--- src/rtl/key_pkg.sv ---
// Shared defaults and types for the key-input front end.
package key_pkg;
  localparam int NUM_KEYS_DEFAULT    = 17;
  localparam int SYNC_STAGES_DEFAULT = 2;
  localparam int DEBOUNCE_DEFAULT    = 16;

  typedef logic [NUM_KEYS_DEFAULT-1:0] keys_t;
endpackage

--- src/rtl/key_debounce.sv ---
// One key channel: accepts a level change after DEBOUNCE_CYCLES consecutive differing
// samples and emits a registered one-cycle press or release pulse with the change.
module key_debounce #(
  parameter int DEBOUNCE_CYCLES = 16
) (
  input  logic clk,
  input  logic nrst,
  input  logic en_i,
  input  logic sample_i,
  output logic stable_o,
  output logic press_o,
  output logic release_o
);
  localparam int CNT_W = $clog2(DEBOUNCE_CYCLES + 1);
  localparam logic [CNT_W-1:0] CNT_LAST = CNT_W'(DEBOUNCE_CYCLES - 1);

  logic [CNT_W-1:0] cnt_q, cnt_d;
  logic             stable_q, stable_d;
  logic             press_q, press_d;
  logic             release_q, release_d;

  always_comb begin
    cnt_d     = cnt_q;
    stable_d  = stable_q;
    press_d   = 1'b0;
    release_d = 1'b0;
    if (!en_i || (sample_i == stable_q)) begin
      cnt_d = '0;
    end else if (cnt_q == CNT_LAST) begin
      // The accept rule caps the count, so it can never wrap.
      stable_d  = sample_i;
      cnt_d     = '0;
      press_d   = sample_i;
      release_d = ~sample_i;
    end else begin
      cnt_d = cnt_q + CNT_W'(1);
    end
  end

  always_ff @(posedge clk or negedge nrst) begin
    if (!nrst) begin
      cnt_q     <= '0;
      stable_q  <= 1'b0;
      press_q   <= 1'b0;
      release_q <= 1'b0;
    end else begin
      cnt_q     <= cnt_d;
      stable_q  <= stable_d;
      press_q   <= press_d;
      release_q <= release_d;
    end
  end

  assign stable_o  = stable_q;
  assign press_o   = press_q;
  assign release_o = release_q;
endmodule

--- src/rtl/key_conditioner.sv ---
// Key-pad front end: synchroniser chain, per-channel debounce with edge pulses, and a
// lowest-index priority encoder over the debounced levels.
module key_conditioner
  import key_pkg::*;
#(
  parameter int  NUM_KEYS        = NUM_KEYS_DEFAULT,
  parameter int  SYNC_STAGES     = SYNC_STAGES_DEFAULT,
  parameter int  DEBOUNCE_CYCLES = DEBOUNCE_DEFAULT,
  localparam int IDX_W           = (NUM_KEYS > 1) ? $clog2(NUM_KEYS) : 1
) (
  input  logic                clk,
  input  logic                nrst,
  input  logic [NUM_KEYS-1:0] async_keys,
  input  logic                en,
  output logic [NUM_KEYS-1:0] keys_stable,
  output logic [NUM_KEYS-1:0] press_pulse,
  output logic [NUM_KEYS-1:0] release_pulse,
  output logic                any_key,
  output logic [IDX_W-1:0]    key_index
);
  // Pure flop chain: nothing may sit between stages or metastability settling suffers.
  logic [SYNC_STAGES-1:0][NUM_KEYS-1:0] sync_q;

  genvar gi;
  generate
    for (gi = 0; gi < SYNC_STAGES; gi++) begin : g_sync
      if (gi == 0) begin : g_first
        always_ff @(posedge clk or negedge nrst) begin
          if (!nrst) sync_q[gi] <= '0;
          else       sync_q[gi] <= async_keys;
        end
      end else begin : g_next
        always_ff @(posedge clk or negedge nrst) begin
          if (!nrst) sync_q[gi] <= '0;
          else       sync_q[gi] <= sync_q[gi-1];
        end
      end
    end

    for (gi = 0; gi < NUM_KEYS; gi++) begin : g_chan
      key_debounce #(
        .DEBOUNCE_CYCLES(DEBOUNCE_CYCLES)
      ) u_deb (
        .clk      (clk),
        .nrst     (nrst),
        .en_i     (en),
        .sample_i (sync_q[SYNC_STAGES-1][gi]),
        .stable_o (keys_stable[gi]),
        .press_o  (press_pulse[gi]),
        .release_o(release_pulse[gi])
      );
    end
  endgenerate

  assign any_key = |keys_stable;

  // Scanning downward lets the lowest set index overwrite any higher one.
  always_comb begin
    key_index = '0;
    for (int i = NUM_KEYS - 1; i >= 0; i--) begin
      if (keys_stable[i]) key_index = IDX_W'(i);
    end
  end
endmodule
--- config.mk ---
export PLATFORM = sky130hd
export DESIGN_NAME = key_conditioner
export DESIGN_NICKNAME = d
export VERILOG_FILES = /design/src/rtl/key_pkg.sv /design/src/rtl/key_debounce.sv /design/src/rtl/key_conditioner.sv
export SDC_FILE = /design/constraint.sdc
export NUM_CORES = 1
export LEC_CHECK = 0
export BUFFER_PORTS_ARGS = -buffer_cell sky130_fd_sc_hd__buf_2
export CAP_MARGIN = 10
export CORE_ASPECT_RATIO = 1.1
export CORE_MARGIN = 2
export CORE_UTILIZATION = 42
export DETAILED_ROUTE_END_ITERATION = 16
export SLEW_MARGIN = 5
export SYNTH_ARGS = -nofsm -noshare
export SYNTH_HDL_FRONTEND = slang
export SYNTH_SLANG_ARGS = --single-unit
--- constraint.sdc ---
create_clock -name clk -period 2.4 [get_ports clk]
set_input_delay 0.24 -clock clk [delete_from_list [all_inputs] [get_ports clk]]
set_output_delay 0.24 -clock clk [all_outputs]
set_load 0.005 [all_outputs]
==> results of run 1 <==
critical path: stages, from the launching register on:
cell and delay, ps:
dfrtp_1 460, nor4_2 350, nand3_1 200, or3_1 420, buf_2 140
registers in the layout, indices dropped and copies added (netlist names):
| register | flops |
|---|---|
| g_chan.u_deb.release_o | 17 |
| g_chan.u_deb.cnt_q | 85 |
| g_chan.u_deb.stable_o | 17 |
| sync_q | 34 |
| g_chan.u_deb.press_o | 17 |
cell families (layout without fill, tap and decap cells):
logic type                 after synthesis  count (layout)  synth area share
AOI/OAI and AO/OA                       20              20            0.0161
xor gates and xnor gates                51              51            0.0651
adders and majority gates               17              17            0.0310
buffers and inverters                   70             144            0.0662
DFF                                    170             170             0.620
muxes                                   17              17            0.0279
and+or+nand+nor                        240             240             0.173
stage by stage:
step	hold WS, ps	utilization	worst slack (ps)	cell area [um2]
after floorplan	-55.6	-	934	6860
after global placement	240	0.441	652	7140
after detailed placement	253	0.441	595	7140
after CTS	349	0.490	125	7930
after global routing	356	0.490	26.7	7930
final	348	0.490	165	7930
layer usage:
metal / wire [um] / share of wire
met5: 0 / 0
met4: 155 / 0.013
met1: 5480 / 0.45
met2: 5820 / 0.48
met3: 644 / 0.053
path summary, 6_finish.rpt:
path,cells after the start,slack [ps],startpoint,endpoint
setup / recovery,4,160,g_chan[7].u_deb.stable_o,any_key
hold / removal,2,350,nrst,g_chan[2].u_deb.cnt_q[0]
setup reg to reg,5,900,g_chan[1].u_deb.cnt_q[0],g_chan[1].u_deb.stable_o
hold reg to reg,0,350,sync_q[3],sync_q[20]
max in group asynchronous,3,1260,nrst,g_chan[6].u_deb.cnt_q[4]
min in group clk,0,350,sync_q[3],sync_q[20]
cell usage in the layout, fill, tap and decap left out, drive strengths merged, types with 18 or more instances in the layout:
cell type    count
nand3           35
nor3            20
clkbuf          20
xor2            43
nand2           37
dfrtp          170
dlygate4sd3     18
buf             81
nor2            66
and3            51
power by group:
group	internal [mW]	switching [mW]	total, mW
clock	1.68	1.09	2.77
sequential	2.92	0.0419	2.96
combinational	0.0744	0.124	0.198
cell type report:
| type | instances | area (um2) | area share |
|---|---|---|---|
| clock buffer | 20 | 457 | 0.0576 |
| clock inverter | 12 | 148 | 0.0186 |
| inverter | 13 | 48.8 | 0.00616 |
| multi-input combinational | 345 | 2150 | 0.271 |
| sequential | 170 | 4250 | 0.537 |
| tap | 204 | 255 | 0.0322 |
| timing repair buffer | 99 | 617 | 0.0778 |
what timing repair did:
| action | 4_1_cts | 5_1_grt |
|---|---|---|
| gates resized for setup | 0 | 0 |
| hold buffers | 18 | 0 |
| endpoints found under the hold margin | 73 | 0 |
==> flow_summary.yaml, run 1 <==
cells_and_area:
  layoutNonFillerInstCount: 863
  num-nets-final: 683
  filler_cell_count: 1459
  number_of_antenna_repair_diodes: 0
  areaGrowthSynthToFinish_pct: 15.6
  share_of_cells_above_drive_strength_1: 0.199
routing:
  postRouteWirelength_mm: 12.1
  post_detailed_route_drc_marker_count: 0
  detail_route.wl_per_cell_um: 14.0
  dr.pass1.iters: 4
  via_per_inst: 4.88
  drt_iter0_drc: 218
  route.antenna.remaining_nets: 0
  via_count: 4208
synthesis:
  synth_most_common_cell: "dfrtp_1"
  synth_top_area_cell: "dfrtp_1"
  syn-num-nets: 622
  proportion_of_synthesized_flip_flops_having_asynchronous_set_or_reset: 1.00
  synth-edff-count: 0
  syn-mean-instance-area_um2: 11.7
  synthesis.area_um2: 6860
  netlist_top_cells_area: "dfrtp_1, buf_4, xor2_1"
  synth_cell_type_count: 24
  synth_common_cells: "dfrtp_1, nor2_1, and3_1, buf_4, xor2_1"
  synth_flop_cell: "dfrtp_1"
  netlist_instances: 585
  yosys.area.top_type_share: 0.620
  synth.ff_latch_count: 170
  yosysWarningCount: 0
  seq_area_frac_synth: 0.620
placement:
  placed_cells_incl_taps: 813
  portBuffers: 76
  finalWeightedCongestion: 0.779
  dpl.hpwl_mm: 8.46
global_route:
  top_usage_layer: "met2"
  first_global_vias: 4288
  grt.met3_usage: 0.0557
  grt_pass1_wl_mm: 20.6
  grt_usage: 0.150
  antenna_found_initial: 0
  grt.met2_usage: 0.237
  grt_max_degree: 61
  globalRouteMet1Util: 0.189
  residual_overflow_from_global_routing: 0
die:
  dieHeight_um: 138
  num_io_pins: 77
  core_region_area_um2: 16200
  effective_utilization_at_floorplan: 0.424
  die_width_um: 126
  placementRows: 49
  die_area_um2: 17400
cts:
  cts_sinks: 170
  tritoncts: "built"
  worst_setup_hold_path_clk_slew_ps: 60
  clockRootBuffer: "clkbuf_16"
  cts_post_setup_buffers_inserted: 0
  clock_tree.htree_level_count: 4
  cts-root-to-sink-buffers: 2
  clk-insertion-delay-late_ps: 420
  number_of_cts_inserted_buffers: 17
critical_path:
  crit_path_end_kind: "output port"
  critical_path_arrival_ps: 2000
  startpoint_type: "flip-flop"
  worst-endpoint-required_ps: 2160
  worstPathMaxFanout: 7
  setup.worst_path.class: "reg2out"
pwr:
  worst_voltage_drop_across_the_vdd_grid_mv: 0.528
  p_leak_nw: 4.26
  power.density_nw_per_um2: 748
  total_power_mw: 5.93
timing:
  finalCritPeriodShare: 0.931
  unrepaired_setup_endpoints_after_global_routing: "no"
  period_needed_ps: 2240
  timing.max_slew.rel_slack: 0.620
  final-max-slew-violation-count: 0
  report.final.setup_viol: 0
  fmaxAchievable_ghz: 0.447
  clk_skew_ps: 4.86
  transition_time_of_the_tightest_slew_check_pin_ps: 569
  setup_total_negative_slack_ps: 0
  final-hold-violation-count: 0
run_status:
  run_status: "finished, final reports clean"
flow_run:
  drv_cap: 0
min_path:
  hold_class: "in2async"
(Power assumes the default switching activity.)
==> inputs of run 2 (changes only) <==
Settings changed: CORE_MARGIN 2 to 5, SKIP_LAST_GASP set to 1.
==> flow_summary.yaml, run 2 (synthesized netlist as in run 1, its figures left out) <==
run_status:
  run_status: "finished, final reports clean"
critical_path:
  critical-path-top-delay-family: "simple AND/OR/NAND/NOR gates"
  critical_path_arrival_ps: 1970
  cp_num_buf_inv: 1
  crit_path_end_kind: "output port"
  crit_path_max_incr_delay_ps: 450
  worst-endpoint-required_ps: 2160
  critPathSlowestCell: "dfrtp_1"
  setup.worst_path.class: "reg2out"
  timing.critical_path.cells: "nor4_2, nand3_1, or3_1, buf_2"
  worstPathMaxFanout: 7
  startpoint_type: "flip-flop"
die:
  die_width_um: 132
  num_io_pins: 77
  core_region_area_um2: 16200
  placementRows: 49
  effective_utilization_at_floorplan: 0.424
  dieHeight_um: 144
  die_area_um2: 19000
pwr:
  p_leak_nw: 4.28
  worst_voltage_drop_across_the_vdd_grid_mv: 0.520
  power.density_nw_per_um2: 770
cells_and_area:
  top_flop_regs: "g_chan.u_deb.cnt_q x85, sync_q x34"
  layout_common_cells: "dfrtp_1, buf_2, nor2_1"
  layout.cells.most_common: "dfrtp_1"
  max_flop_register: "g_chan.u_deb.cnt_q"
  share_of_cells_above_drive_strength_1: 0.195
  layout.area.seq_um2: 4250
  filler_cell_count: 1422
  num-nets-final: 683
  number_of_flip_flops_under_the_largest_register_name: 85
  multi_input_area_um2: 2150
  number_of_antenna_repair_diodes: 0
  utilization: 0.493
  areaGrowthSynthToFinish_pct: 16.3
placement:
  dpl.hpwl_mm: 8.74
  portBuffers: 76
  finalWeightedCongestion: 0.787
routing:
  via_per_inst: 4.87
  dr.pass1.iters: 4
  post_detailed_route_drc_marker_count: 0
  postRouteWirelength_mm: 12.3
  route.antenna.remaining_nets: 0
  drt_iter0_drc: 262
  via_count: 4196
  detail_route.wl_per_cell_um: 14.3
timing:
  finalCritPeriodShare: 0.921
  final-max-slew-violation-count: 0
  fmaxAchievable_ghz: 0.452
  transition_time_of_the_tightest_slew_check_pin_ps: 557
  unrepaired_setup_endpoints_after_global_routing: "no"
  period_needed_ps: 2210
  report.final.setup_viol: 0
  clk_skew_ps: 8.59
  final-hold-violation-count: 0
  timing.max_slew.rel_slack: 0.628
  setup_total_negative_slack_ps: 0
global_route:
  grt.met3_usage: 0.0404
  grt_pass1_wl_mm: 20.5
  first_global_vias: 4354
  top_usage_layer: "met2"
  grt_usage: 0.136
  grt_max_degree: 61
  antenna_found_initial: 0
  grt.met2_usage: 0.222
  residual_overflow_from_global_routing: 0
  globalRouteMet1Util: 0.167
cts:
  number_of_cts_inserted_buffers: 17
  clockRootBuffer: "clkbuf_16"
  cts-root-to-sink-buffers: 2
  cts_sinks: 170
  worst_setup_hold_path_clk_slew_ps: 60
  tritoncts: "built"
  clk-insertion-delay-late_ps: 420
  cts_post_setup_buffers_inserted: 0
  clock_tree.htree_level_count: 4
min_path:
  hold_class: "reg2reg"
flow_run:
  drv_cap: 0
-- run 2: timing repair --
item,in CTS,in global routing
hold endpoints to repair,73,0
setup endpoints to repair,0,0
gates resized for setup,0,0
hold buffers,18,0
-- run 2: power by group --
part / internal [mW] / switching, mW / total (mW) / leakage, nW
Combinational: 0.0743 / 0.123 / 0.197 / 1.69
Clock: 1.94 / 1.04 / 2.98 / 0.315
Sequential: 2.92 / 0.0413 / 2.96 / 2.28
-- run 2: final cells by class --
class / instances / area share
sequential: 170 / 0.534
multi-input combinational: 345 / 0.269
timing repair buffer: 99 / 0.0774
clock buffer: 23 / 0.0612
tap: 204 / 0.0320
clock inverter: 7 / 0.0204
inverter: 13 / 0.00612
-- run 2: metal layers --
layer | vias up | wire [um] | part of all wire
met5 | - | 0 | 0
met4 | 0 | 304 | 0.025
met3 | 20 | 575 | 0.047
met2 | 79 | 5930 | 0.48
met1 | 2070 | 5540 | 0.45
li1 | 2027 | - | -
-- run 2: worst register-to-register path, delay by kind of cell, from the launching register on --
family / cells / cell delay, ps
simple gates: 3 / 500
flops: 1 / 370
mux: 1 / 290
fa+ha+maj: 1 / 200
-- run 2: final timing paths --
kind	start	end	slack, ps	cells past startpoint
max	g_chan[7].u_deb.stable_o	any_key	190	4
min	sync_q[5]	sync_q[22]	350	0
max reg2reg	g_chan[1].u_deb.cnt_q[0]	g_chan[1].u_deb.stable_o	930	5
min reg2reg	sync_q[5]	sync_q[22]	350	0
max in group asynchronous	nrst	g_chan[6].u_deb.cnt_q[2]	1230	3
min in group asynchronous	nrst	g_chan[2].u_deb.cnt_q[1]	360	2
-- run 2: per-stage QoR --
stage	setup slack, ps	std cells	hold slack [ps]	instance area, um2	power, mW
after floorplan	934	585	-55.6	6860	3.08
after global placement	651	813	247	7140	3.19
after detailed placement	641	813	251	7140	3.20
after CTS	176	861	348	7970	6.23
after global routing	88.9	861	354	7970	6.38
final	188	861	347	7970	6.14
==> inputs of run 3 (changes only) <==
Settings changed: CORE_UTILIZATION 42 to 24.
==> flow_summary.yaml, run 3 (synthesized netlist as in run 1, its figures left out) <==
timing:
  setup_total_negative_slack_ps: 0
  period_needed_ps: 2240
  transition_time_of_the_tightest_slew_check_pin_ps: 506
  unrepaired_setup_endpoints_after_global_routing: "no"
  report.final.setup_viol: 0
  fmaxAchievable_ghz: 0.446
  hold_slack_ps: 307
  final-max-slew-violation-count: 0
  timing.max_slew.rel_slack: 0.663
  clk_skew_ps: 7.92
  final-hold-violation-count: 0
  finalCritPeriodShare: 0.934
global_route:
  grt_usage: 0.0868
  antenna_found_initial: 0
  first_global_vias: 4183
  grt_pass1_wl_mm: 21.8
  grt_max_degree: 54
  residual_overflow_from_global_routing: 0
critical_path:
  crit_start: "g_chan[7].u_deb.stable_o"
  worst_r2r_startpoint: "g_chan[4].u_deb.cnt_q[0]"
  worst-r2r-cell-count: 5
  critical_path_arrival_ps: 2000
  worst-endpoint-required_ps: 2160
  path_depth: 4
  crit_path_end_kind: "output port"
  worstPathMaxFanout: 7
  timing.critical_path.cells: "nor4_2, nand3_1, or3_1, buf_2"
  setup.worst_path.class: "reg2out"
  critical-path-top-delay-family: "simple AND/OR/NAND/NOR gates"
  timing.reg2reg.setup_slack_ps: 980
  critPathSlowestCell: "dfrtp_1"
  startpoint_type: "flip-flop"
  critical_path.endpoint: "any_key"
  crit_path_max_incr_delay_ps: 460
  cp_num_buf_inv: 1
  worst_r2r_endpoint: "g_chan[4].u_deb.stable_o"
cts:
  ctsResizeCount: 0
  clock_tree.htree_level_count: 4
  clk-insertion-delay-late_ps: 420
  cts-root-to-sink-buffers: 2
  worst_setup_hold_path_clk_slew_ps: 70
  number_of_cts_inserted_buffers: 17
  cts_post_setup_buffers_inserted: 0
  clockRootBuffer: "clkbuf_16"
  tritoncts: "built"
  cts_sinks: 170
routing:
  drt_iter0_drc: 221
  via_per_inst: 4.00
  dr.pass1.iters: 4
  detail_route.wl_per_cell_um: 12.9
  post_detailed_route_drc_marker_count: 0
  postRouteWirelength_mm: 13.3
  via_count: 4102
  route.antenna.remaining_nets: 0
cells_and_area:
  share_of_cells_above_drive_strength_1: 0.198
  areaGrowthSynthToFinish_pct: 18.5
  final_cell_area_um2: 8120
  number_of_flip_flops_under_the_largest_register_name: 85
  num-nets-final: 682
  number_of_antenna_repair_diodes: 0
  layout.cells.most_common: "dfrtp_1"
  max_flop_register: "g_chan.u_deb.cnt_q"
  top_flop_regs: "g_chan.u_deb.cnt_q x85, sync_q x34"
  layout_common_cells: "dfrtp_1, buf_2, nor2_1"
run_status:
  run_status: "finished, final reports clean"
die:
  core_region_area_um2: 28500
  die_width_um: 171
  placementRows: 65
  effective_utilization_at_floorplan: 0.241
  dieHeight_um: 187
  num_io_pins: 77
  die_area_um2: 32100
placement:
  finalWeightedCongestion: 0.780
  postPlaceCellArea_um2: 7370
  portBuffers: 76
  dpl.hpwl_mm: 9.77
pwr:
  worst_voltage_drop_across_the_vdd_grid_mv: 0.391
  p_leak_nw: 4.26
  total_power_mw: 5.84
  power.density_nw_per_um2: 719
flow_run:
  drv_cap: 0
min_path:
  hold_class: "in2reg"
==> run 3: area by class of cell <==
cell class	instances	area (um2)
clock buffers	19	443
well taps	368	460
fillers	2940	20300
clock inverters	13	135
flip-flops and latches	170	4250
multi-input cells	345	2150
repair buffers	98	634
inverters	13	48.8
==> run 3: worst register-to-register path: cells and delay by family (launching register included) <==
family                   cells  cell delay [ps]
multiplexers                 1              270
flip-flops                   1              380
adder cells (fa/ha/maj)      1              190
AND/OR/NAND/NOR              3              470
==> run 3: worst min path at each step <==
| stage | from | end | depth (start not counted) |
|---|---|---|---|
| after floorplan | nrst | g_chan[0].u_deb.cnt_q[0] | 0 |
| after global placement | nrst | sync_q[11] | 1 |
| after detailed placement | nrst | sync_q[11] | 1 |
| after CTS | en | g_chan[16].u_deb.cnt_q[2] | 2 |
| after global routing | en | g_chan[1].u_deb.cnt_q[1] | 2 |
| final | en | g_chan[16].u_deb.cnt_q[2] | 2 |
==> run 3: stage by stage <==
stage                      util  instances  setup slack [ps]
after global routing      0.285       1026              66.1
after global placement    0.259        976               620
after detailed placement  0.259        976               599
after floorplan               -        585               934
after CTS                 0.285       1026               129
final                     0.285       1026               159
==> run 3: report_power, final <==
group | switching (mW) | total, mW | internal [mW]
Sequential | 0.0422 | 2.96 | 2.92
Clock | 1.19 | 2.68 | 1.49
Combinational | 0.124 | 0.201 | 0.0773
Total | 1.35 | 5.84 | 4.49
==> run 3: what timing repair did <==
action / CTS / global route
endpoints found under the hold margin: 67 / 0
setup endpoints to repair: 0 / 0
hold buffers: 18 / 0
==> run 3: layer usage <==
layer / global-route usage / up-vias / wire length [um]
met4: 0.0347 / 0 / 251
met3: 0.0260 / 15 / 815
li1: - / 2029 / -
met2: 0.132 / 64 / 6040
met1: 0.115 / 1994 / 6150
met5: 0 / - / 0
